### src/rtl/cellrv32_package.sv
// Shared address map and types for the PWM fade engine and the PWM slave it drives.
package cellrv32_package;

  localparam logic [31:0] pwm_fader_base_c      = 32'hFFFFF700;
  localparam int          pwm_fader_size_c      = 16;
  localparam logic [31:0] pwm_fader_ctrl_addr_c = pwm_fader_base_c;
  localparam logic [31:0] pwm_fader_tgt0_addr_c = pwm_fader_base_c + 32'd4;
  localparam logic [31:0] pwm_fader_tgt1_addr_c = pwm_fader_base_c + 32'd8;
  localparam logic [31:0] pwm_fader_tgt2_addr_c = pwm_fader_base_c + 32'd12;

  localparam logic [31:0] pwm_dc0_addr_c = 32'hFFFFFF54;
  localparam logic [31:0] pwm_dc1_addr_c = 32'hFFFFFF58;
  localparam logic [31:0] pwm_dc2_addr_c = 32'hFFFFFF5C;

  typedef enum logic [1:0] {IDLE, STEP, ISSUE, WAIT} fader_state_t;

  function automatic logic [31:0] pwm_dc_addr(input logic [1:0] g);
    case (g)
      2'd0:    return pwm_dc0_addr_c;
      2'd1:    return pwm_dc1_addr_c;
      default: return pwm_dc2_addr_c;
    endcase
  endfunction

endpackage

### src/rtl/cellrv32_pwm_fader_step.sv
// One channel of the fade engine: moves cur toward tgt by at most step, never past tgt.
module cellrv32_pwm_fader_step (
  input  logic [7:0] cur,
  input  logic [7:0] tgt,
  input  logic [7:0] step,
  output logic [7:0] nxt,
  output logic       changed
);

  logic       up;
  logic [8:0] diff;

  always_comb begin
    up   = (tgt >= cur);
    diff = up ? ({1'b0, tgt} - {1'b0, cur}) : ({1'b0, cur} - {1'b0, tgt});
    // A remaining distance within one step lands exactly on the target, so cur cannot wrap.
    if (diff <= {1'b0, step}) begin
      nxt = tgt;
    end else if (up) begin
      nxt = cur + step;
    end else begin
      nxt = cur - step;
    end
    changed = (nxt != cur);
  end

endmodule

### src/rtl/cellrv32_pwm_fader.sv
// PWM fade engine: steps per-channel duty toward CPU targets and pushes changed DC words to the PWM.
module cellrv32_pwm_fader
  import cellrv32_package::*;
#(
  parameter int NUM_CHANNELS = 12,
  parameter int ACK_TIMEOUT  = 15
) (
  input  logic        clk_i,
  input  logic        rst_i,
  input  logic [31:0] addr_i,
  input  logic        rden_i,
  input  logic        wren_i,
  input  logic [31:0] data_i,
  output logic [31:0] data_o,
  output logic        ack_o,
  output logic        clkgen_en_o,
  input  logic [7:0]  clkgen_i,
  output logic [31:0] pwm_addr_o,
  output logic        pwm_wren_o,
  output logic [31:0] pwm_data_o,
  input  logic        pwm_ack_i
);

  localparam int NCH = 12;

  logic           ctrl_en;
  logic [2:0]     ctrl_prsc;
  logic [7:0]     ctrl_step;
  logic           err;
  logic [7:0]     cur     [NCH];
  logic [7:0]     tgt     [NCH];
  logic [7:0]     cur_nxt [NCH];
  logic [NCH-1:0] ch_chg;
  logic [2:0]     grp_chg;
  logic [2:0]     dirty;
  logic           pending;
  logic [7:0]     tmo;
  logic [31:0]    addr_q;
  logic [31:0]    wdata_q;
  logic [31:0]    cur_grp [3];
  logic [31:0]    tgt_grp [3];
  fader_state_t   state, state_nxt;

  logic        hit, acc_wr, acc_rd, ctrl_wr, snap, disable_wr, tick, timeout, busy;
  logic [1:0]  sel, issue_g;
  logic [31:0] rdata;
  logic        unused_bits;

  function automatic logic [1:0] lowest_dirty(input logic [2:0] d);
    if (d[0]) return 2'd0;
    if (d[1]) return 2'd1;
    return 2'd2;
  endfunction

  assign hit         = (addr_i[31:4] == pwm_fader_base_c[31:4]);
  assign sel         = addr_i[3:2];
  assign acc_wr      = wren_i & hit;
  assign acc_rd      = rden_i & hit;
  assign ctrl_wr     = acc_wr & (sel == 2'd0);
  assign snap        = ctrl_wr & data_i[12] & data_i[0];
  assign disable_wr  = ctrl_wr & ~data_i[0];
  assign tick        = clkgen_i[ctrl_prsc] & ctrl_en;
  assign timeout     = (state == WAIT) && !pwm_ack_i && (tmo == 8'(ACK_TIMEOUT - 1));
  assign busy        = (state != IDLE) || (dirty != 3'd0);
  assign issue_g     = lowest_dirty(dirty);
  assign clkgen_en_o = ctrl_en;
  assign unused_bits = ^{addr_i[1:0], data_i[31:13]};

  genvar i;
  generate
    for (i = 0; i < NCH; i++) begin : g_step
      cellrv32_pwm_fader_step u_step (
        .cur     (cur[i]),
        .tgt     (tgt[i]),
        .step    (ctrl_step),
        .nxt     (cur_nxt[i]),
        .changed (ch_chg[i])
      );
    end
  endgenerate

  always_comb begin
    for (int g = 0; g < 3; g++) begin
      cur_grp[g] = {cur[4*g+3], cur[4*g+2], cur[4*g+1], cur[4*g]};
      tgt_grp[g] = {tgt[4*g+3], tgt[4*g+2], tgt[4*g+1], tgt[4*g]};
      grp_chg[g] = |ch_chg[4*g +: 4];
    end
  end

  always_comb begin
    rdata = '0;
    case (sel)
      2'd0:    rdata = {busy, err, 18'd0, ctrl_step, ctrl_prsc, ctrl_en};
      2'd1:    rdata = tgt_grp[0];
      2'd2:    rdata = tgt_grp[1];
      default: rdata = tgt_grp[2];
    endcase
  end

  always_ff @(posedge clk_i) begin
    if (rst_i) begin
      state <= IDLE;
    end else begin
      state <= state_nxt;
    end
  end

  always_comb begin
    state_nxt = state;
    case (state)
      IDLE:  if (pending || tick) state_nxt = STEP;
             else if (dirty != 3'd0) state_nxt = ISSUE;
      STEP:  state_nxt = ((dirty | grp_chg) != 3'd0) ? ISSUE : IDLE;
      ISSUE: state_nxt = WAIT;
      WAIT:  if (pwm_ack_i || timeout) state_nxt = (dirty != 3'd0) ? ISSUE : IDLE;
      default: state_nxt = IDLE;
    endcase
    if (disable_wr) state_nxt = IDLE;
  end

  // Address/data are live during ISSUE and then held from the registered copy.
  always_comb begin
    pwm_wren_o = 1'b0;
    pwm_addr_o = addr_q;
    pwm_data_o = wdata_q;
    if (state == ISSUE) begin
      pwm_wren_o = 1'b1;
      pwm_addr_o = pwm_dc_addr(issue_g);
      pwm_data_o = (issue_g == 2'd2) ? cur_grp[2] :
                   (issue_g == 2'd1) ? cur_grp[1] : cur_grp[0];
    end
  end

  always_ff @(posedge clk_i) begin
    if (rst_i) begin
      ctrl_en   <= 1'b0;
      ctrl_prsc <= '0;
      ctrl_step <= '0;
      err       <= 1'b0;
      dirty     <= '0;
      pending   <= 1'b0;
      tmo       <= '0;
      addr_q    <= '0;
      wdata_q   <= '0;
      ack_o     <= 1'b0;
      data_o    <= '0;
      for (int c = 0; c < NCH; c++) begin
        cur[c] <= '0;
        tgt[c] <= '0;
      end
    end else begin
      ack_o   <= acc_rd | acc_wr;
      data_o  <= acc_rd ? rdata : '0;
      addr_q  <= pwm_addr_o;
      wdata_q <= pwm_data_o;

      if (ctrl_wr) begin
        ctrl_en   <= data_i[0];
        ctrl_prsc <= data_i[3:1];
        ctrl_step <= data_i[11:4];
        err       <= 1'b0;
      end else if (timeout) begin
        err <= 1'b1;
      end

      for (int g = 0; g < 3; g++) begin
        if (acc_wr && (sel == 2'(g + 1))) begin
          for (int b = 0; b < 4; b++) begin
            tgt[4*g+b] <= (4*g + b < NUM_CHANNELS) ? data_i[8*b +: 8] : 8'd0;
          end
        end
      end

      for (int c = 0; c < NCH; c++) begin
        if (snap) cur[c] <= tgt[c];
        else if (state == STEP) cur[c] <= cur_nxt[c];
      end

      if (disable_wr)          dirty <= '0;
      else if (snap)           dirty <= 3'b111;
      else if (state == STEP)  dirty <= dirty | grp_chg;
      else if (state == ISSUE) dirty <= dirty & ~(3'b001 << issue_g);

      // A tick that arrives while the engine is busy is remembered once; a consumed
      // pending tick coinciding with a fresh one keeps the fresh one.
      if (disable_wr)         pending <= 1'b0;
      else if (state == IDLE) pending <= pending & tick;
      else if (tick)          pending <= 1'b1;

      if (state == ISSUE)     tmo <= '0;
      else if (state == WAIT) tmo <= tmo + 8'd1;
    end
  end

endmodule

### config.mk
export PLATFORM = sky130hd
export DESIGN_NAME = cellrv32_pwm_fader
export DESIGN_NICKNAME = d
export VERILOG_FILES = /design/src/rtl/cellrv32_package.sv /design/src/rtl/cellrv32_pwm_fader_step.sv /design/src/rtl/cellrv32_pwm_fader.sv
export SDC_FILE = /design/constraint.sdc
export NUM_CORES = 1
export LEC_CHECK = 0
export BUFFER_PORTS_ARGS = -buffer_cell sky130_fd_sc_hd__buf_4
export CAP_MARGIN = 0
export CORE_MARGIN = 2
export CORE_UTILIZATION = 39
export CTS_BUF_LIST = sky130_fd_sc_hd__clkbuf_2
export CTS_CLUSTER_SIZE = 16
export DETAILED_ROUTE_END_ITERATION = 16
export PLACE_DENSITY = 0.57
export SYNTH_ARGS = -nofsm -noshare
export SYNTH_HDL_FRONTEND = slang
export SYNTH_SLANG_ARGS = --single-unit
export TNS_END_PERCENT = 20
### constraint.sdc
create_clock -name clk_i -period 6.9 [get_ports clk_i]
set_clock_uncertainty 0.15 [all_clocks]
set_input_delay 1.38 -clock clk_i [delete_from_list [all_inputs] [get_ports clk_i]]
set_output_delay 1.38 -clock clk_i [all_outputs]
set_load 0.005 [all_outputs]
### Word level (Yosys, flattened, before mapping)

Memory sizes are Yosys's and may differ from the RTL's.
Index checks and enable logic that the tools add are counted.

| word-level totals | value |
|---|---|
| register bits after elaboration | 124 |
| bits in writable memories | 192 |
| bits of input ports | 77 |
| memories | 2 |

Memory list:

| memory | depth | bits a word | read ports | clocked after memory_dff | wr ports | RTL line | RTL |
|---|---|---|---|---|---|---|---|
| cur | 12 | 8 | 12 | 0 | 12 | cellrv32_pwm_fader.sv:30 | `logic [7:0] cur [NCH];` |
| tgt | 12 | 8 | 12 | 0 | 12 | cellrv32_pwm_fader.sv:31 | `logic [7:0] tgt [NCH];` |

| operators by class | value |
|---|---|
| $add $sub $neg | 49 |
| order comparisons | 25 |
| eq/ne operators | 24 |
| shift-type cells | 1 |
| mux-type cells | 117 |
| bitwise gates (word level) | 50 |
| reductions and logical operators | 25 |

Operators by type and width:

| cell | number |
|---|---|
| 8-bit two-way mux | 60 |
| 8-bit by 8-bit subtractor with 9-bit output | 24 |
| 32-bit two-way mux | 4 |
| 9-bit by 8-bit <= comparator with 1-bit output | 12 |
| 9-bit two-way mux | 12 |
| 8-bit adder | 12 |
| 8-bit >= comparator | 12 |
| 8-bit inequality test | 12 |
| 32-bit case mux with 3 select lines | 1 |
| 8-bit subtractor | 12 |
| 1-bit bitwise OR | 37 |
| 28-bit == test, second input constant | 1 |
| 1-bit two-way mux | 25 |
| 2-bit two-way mux | 9 |
| 4-bit OR reduction | 3 |
| 2-bit == test, second input constant | 5 |
| 3-bit two-way mux | 3 |
| 3-bit nonzero test | 3 |
| 8-bit by 1-bit adder with 8-bit output, second input constant | 1 |
| 1-bit AND | 8 |
| 8-bit by 4-bit == test with 1-bit output, second input constant | 1 |
| 2-bit case mux with 4 select lines | 1 |
| 4-bit case mux with 2 select lines | 1 |
| 2-bit OR reduction | 4 |
| other kinds (16) | 28 |

### Logic depth before layout (Yosys ltp)

| depth | value |
|---|---|
| depth after elaboration | 10 |
| depth in mapped cells | 26 |

### By module

From an unflattened synthesis, not the netlist that was laid out.

| unflattened totals | value |
|---|---|
| cells, all modules | 4,028 |
| area, all modules | 34,053.9 sq um |

By module, submodules not included:

| module | instances | cells an instance | area each (sq um) | seq. area each (sq um) |
|---|---|---|---|---|
| cellrv32_pwm_fader | 1 | 1,331 | 13,843.3 | 8,247.9 |
| cellrv32_pwm_fader_step at g_step[6].u_step ... | 4 | 235 | 1,749.2 | 0.0 |
| cellrv32_pwm_fader_step at g_step[10].u_step ... | 3 | 218 | 1,659.1 | 0.0 |
| cellrv32_pwm_fader_step at g_step[2].u_step ... | 3 | 220 | 1,634.1 | 0.0 |
| cellrv32_pwm_fader_step at g_step[5].u_step | 1 | 223 | 1,699.1 | 0.0 |
| cellrv32_pwm_fader_step at g_step[0].u_step | 1 | 220 | 1,635.3 | 0.0 |

### Worst setup path after synthesis

OpenSTA, ideal clock, no wires.

| path | value |
|---|---|
| path type | register to register |
| start point | memory cur[10][1], in the netlist cur[2][17] |
| end point | register state[1] |
| arrival time | 5,532 ps |
| required time | 6,622 ps |
| slack | 1,091 ps |
| cell stages (with the launch flop) | 23 |
| buffers on the path | 0 |
| clock period less this slack | 5,809 ps |
| cells stage by stage | edfxtp_1 > inv_1 > ha_1 > nor2b_1 > o31ai_2 > a31oi_4 > nor2_2 > mux2i_1 > a221o_1 > a221oi_1 > xnor2_1 > ha_1 > a2111oi_0 > o21ai_0 > a21oi_1 > nor3_1 > a221oi_2 > mux2i_1 > a32o_1 > or4_1 > or4_1 > nor4_2 > a31oi_1 |

RTL lines:

| what | RTL line | RTL |
|---|---|---|
| start, declared | cellrv32_pwm_fader.sv:30 |  |
| end signal, assigned | cellrv32_pwm_fader.sv:104 | `state <= state_nxt;` |
| end, declared | cellrv32_pwm_fader.sv:42 | `fader_state_t state, state_nxt;` |

==> results.ini <==
[yosys]
syn_inst = 3489
yosysMostFrequentCell = ha_1
synth_edf_count = 192
synth_area_um2 = 30600
yosys_most_used_dff = edfxtp_1
avgSynthCellArea_um2 = 8.78
ys_warn_count = 0
ys_ff_latch = 316
synth_cell_types = 94
yosys-top-cells-area = edfxtp_1 19%, ha_1 15%, dfxtp_1 8.1%
syn-num-nets = 3977
yosysSeqAreaShare = 0.269
yosysTopAreaCell = edfxtp_1
yosys-top-cells-count = 375 x ha_1, 300 x inv_1, 286 x nand2_1
async_flop_share = 0
yosys.area.top_type_share = 0.188

[sta]
fin_crit_sh = 0.935
slew_violations = 0
fmax_mhz = 155
tightest_slew_ns = 1.22
post-route-min-period_ns = 6.45
finalSetupTns_ns = 0
slew_headroom = 0.185
rsz0062_at_grt = false
finalSetupViolations = 0
hold_viol = 0
finalWorstSetupSlack_ns = 0.446

[route]
wl_met1_um = 49900
drtIter0Drc = 2249
wire_per_inst_um = 23.4
vias = 27600
top_layer = met5
drt-total-wl_um = 114000
final_antenna_net_count = 0
vias_per_cell = 5.69
dr_wl_met2_um = 50500
wl_met3_um = 8450
drc = 0
first_pass_iters = 6

[global_routing]
grt_max_degree = 56
grtUsageTotal = 0.275
grt_pass1_vias = 26600
grt-ovfl-total = 0
grt_pass1_wl_um = 169000
antenna_found_initial = 6

[floorplan]
num_rows = 102
die_width_um = 284
ios = 176
die_h_um = 284
coreArea_um2 = 77600
die-area_um2 = 80800
start_util = 0.395

[critical_path]
cp_slowest_stage_delay_ns = 0.55
r2r_start = tgt[2][17]
slowest_stage = or4_1
reg2reg_depth = 23
start_kind = flop
crit_chain = ha_1, nor2b_1, o31ai_2, a31oi_4, nor2_2, mux2i_1, a221o_1, a221oi_1, xnor2_1, ha_1, a2111oi_0, o21ai_0, a21oi_1, nor3_1, a221oi_2, buf_4, mux2i_1, a221oi_1, buf_4, nand4_1, or4_1, nor4_2, a31oi_1
end_kind = flop
worstPathMaxFanout = 15
worstSetupPathType = reg2reg
required_ns = 7.77
reg2reg_to = state[1]
startpoint = tgt[2][17]
rrSetupSlack_ns = 0.45
worstPathArrival_ns = 7.32

[finish]
nets = 4229
syn_to_final_growth_pct = 13.0
num-fill-cells = 7881
layout-drive-gt1-share = 0.145

[cts]
cts_hold_buf = 0
htree_levels = 3
cts_tree = done
cts-buffers-inserted = 92
clk_latency_ns = 1.20
cts_sinks = 316
postCtsSetupRepairBufs = 0
max-clock-path-buffers = 3
clkTransAtPathRegs_ns = 0.11
root_buffer = clkbuf_2
cts_resized = 0

[run_status]
status = finished, final reports clean

[power_and_ir_drop]
p_per_area_nw_per_um2 = 281
leakage_nw = 15.9
power_mw = 9.73
ir_drop_mv = 0.152

[min_path]
hold_path_class = in2reg
min_path_cells = 3
holdPathEnd = ctrl_prsc[2]
hold_start = data_i[3]

[placement]
place_congestion = 0.959
place_ws_ns = 0.560
dp_hpwl_um = 86500
io_buffers = 173

[run]
max_cap_viol_count = 0

## layout make-up
class	count	area, um^2	area share
well taps	1040	1300	0.0376
multi-input cells	2723	20700	0.598
clock buffers	136	681	0.0197
clock inverters	34	221	0.00640
flip-flops and latches	316	8250	0.238
inverters	302	1130	0.0328
repair buffers	306	2300	0.0664
diodes	3	7.51	0.000217
## worst max-delay path, delay by kind of cell, from the launching register on
family | cells | cell delay, ns
AO/OA/AOI/OAI | 10 | 2.50
XOR/XNOR | 1 | 0.16
adder cells (fa/ha/maj) | 2 | 0.65
buffers and inverters | 2 | 0.49
flip-flops | 1 | 0.53
multiplexers | 2 | 0.26
AND/OR/NAND/NOR | 6 | 1.57
## state kept, by name, summed over array words and instances, names as in the netlist
signal       cells
ack_o            1
cur             96
ctrl_prsc        3
dirty            3
pending          1
clkgen_en_o      1
wdata_q         32
state            2
addr_q          32
ctrl_step        8
tgt             96
err              1
data_o          32
tmo              8
## cell usage in the layout, fill, tap and decap left out, types with 14 or more instances in the layout
cell      netlist  routed
ha_1          375     375
buf_4           1     306
inv_1         300     296
nand2_1       286     285
a21oi_1       229     229
nor2_1        229     228
xnor2_1       224     224
edfxtp_1      192     192
o21ai_0       151     151
a21o_1        144     144
clkbuf_2        2     136
dfxtp_1       124     121
mux2i_1       118     118
a22o_1         82      82
nor2b_1        79      78
xor2_1         66      66
nand2b_1       69      65
and2_1         63      63
nand3_1        54      54
nand4_1        46      46
mux2_2         36      36
fa_1           36      36
nor3_1         37      33
o22ai_1        32      32
a211oi_1       26      26
clkinv_1        1      25
a22oi_1        23      23
o211ai_1       21      21
and3_1         20      20
o21a_1         20      20
o21bai_1       20      20
mux4_2         16      16
o21ai_1        15      15
o221ai_1       14      14
a31oi_1        14      14
## worst max path at each step
stage / to / slack (ns) / depth (start not counted)
6_report: state[1] / 0.45 / 23
5_1_grt: state[1] / 0.12 / 24
4_1_cts: state[1] / 0.53 / 23
3_5_place_dp: state[1] / 0.56 / 23
3_3_place_gp: state[1] / 0.55 / 23
2_1_floorplan: state[1] / 1.09 / 22
## stage by stage
stage | utilization | hold slack, ns | cells | cell area, um^2
final | 0.446 | 0.304 | 4860 | 34600
after global routing | 0.446 | 0.300 | 4859 | 34600
after CTS | 0.446 | 0.193 | 4857 | 34600
after detailed placement | 0.434 | 0.290 | 4687 | 33700
after global placement | 0.434 | 0.285 | 4687 | 33700
after floorplan | - | 0.271 | 3489 | 30600
## layer usage
layer | global-route usage | vias up
met5 | 0 | -
li1 | - | 13000
met1 | 0.373 | 13200
met2 | 0.434 | 1158
met3 | 0.0463 | 237
met4 | 0.109 | 2
## cell families after synthesis
kind of cell               count (synthesis)  synth area share
xor gates and xnor gates                 292            0.0844
and+or+nand+nor                          945             0.150
AOI/OAI and AO/OA                        905             0.200
buffers and inverters                    450            0.0561
DFF                                      316             0.269
adders and majority gates                411             0.177
muxes                                    170            0.0636
## power by group
| part | internal, mW | switching (mW) |
|---|---|---|
| combinational | 2.34 | 3.17 |
| clock | 0.646 | 0.937 |
| sequential | 2.29 | 0.342 |
| total | 5.28 | 4.45 |
No activity file was read; power rests on OpenSTA's default activity.
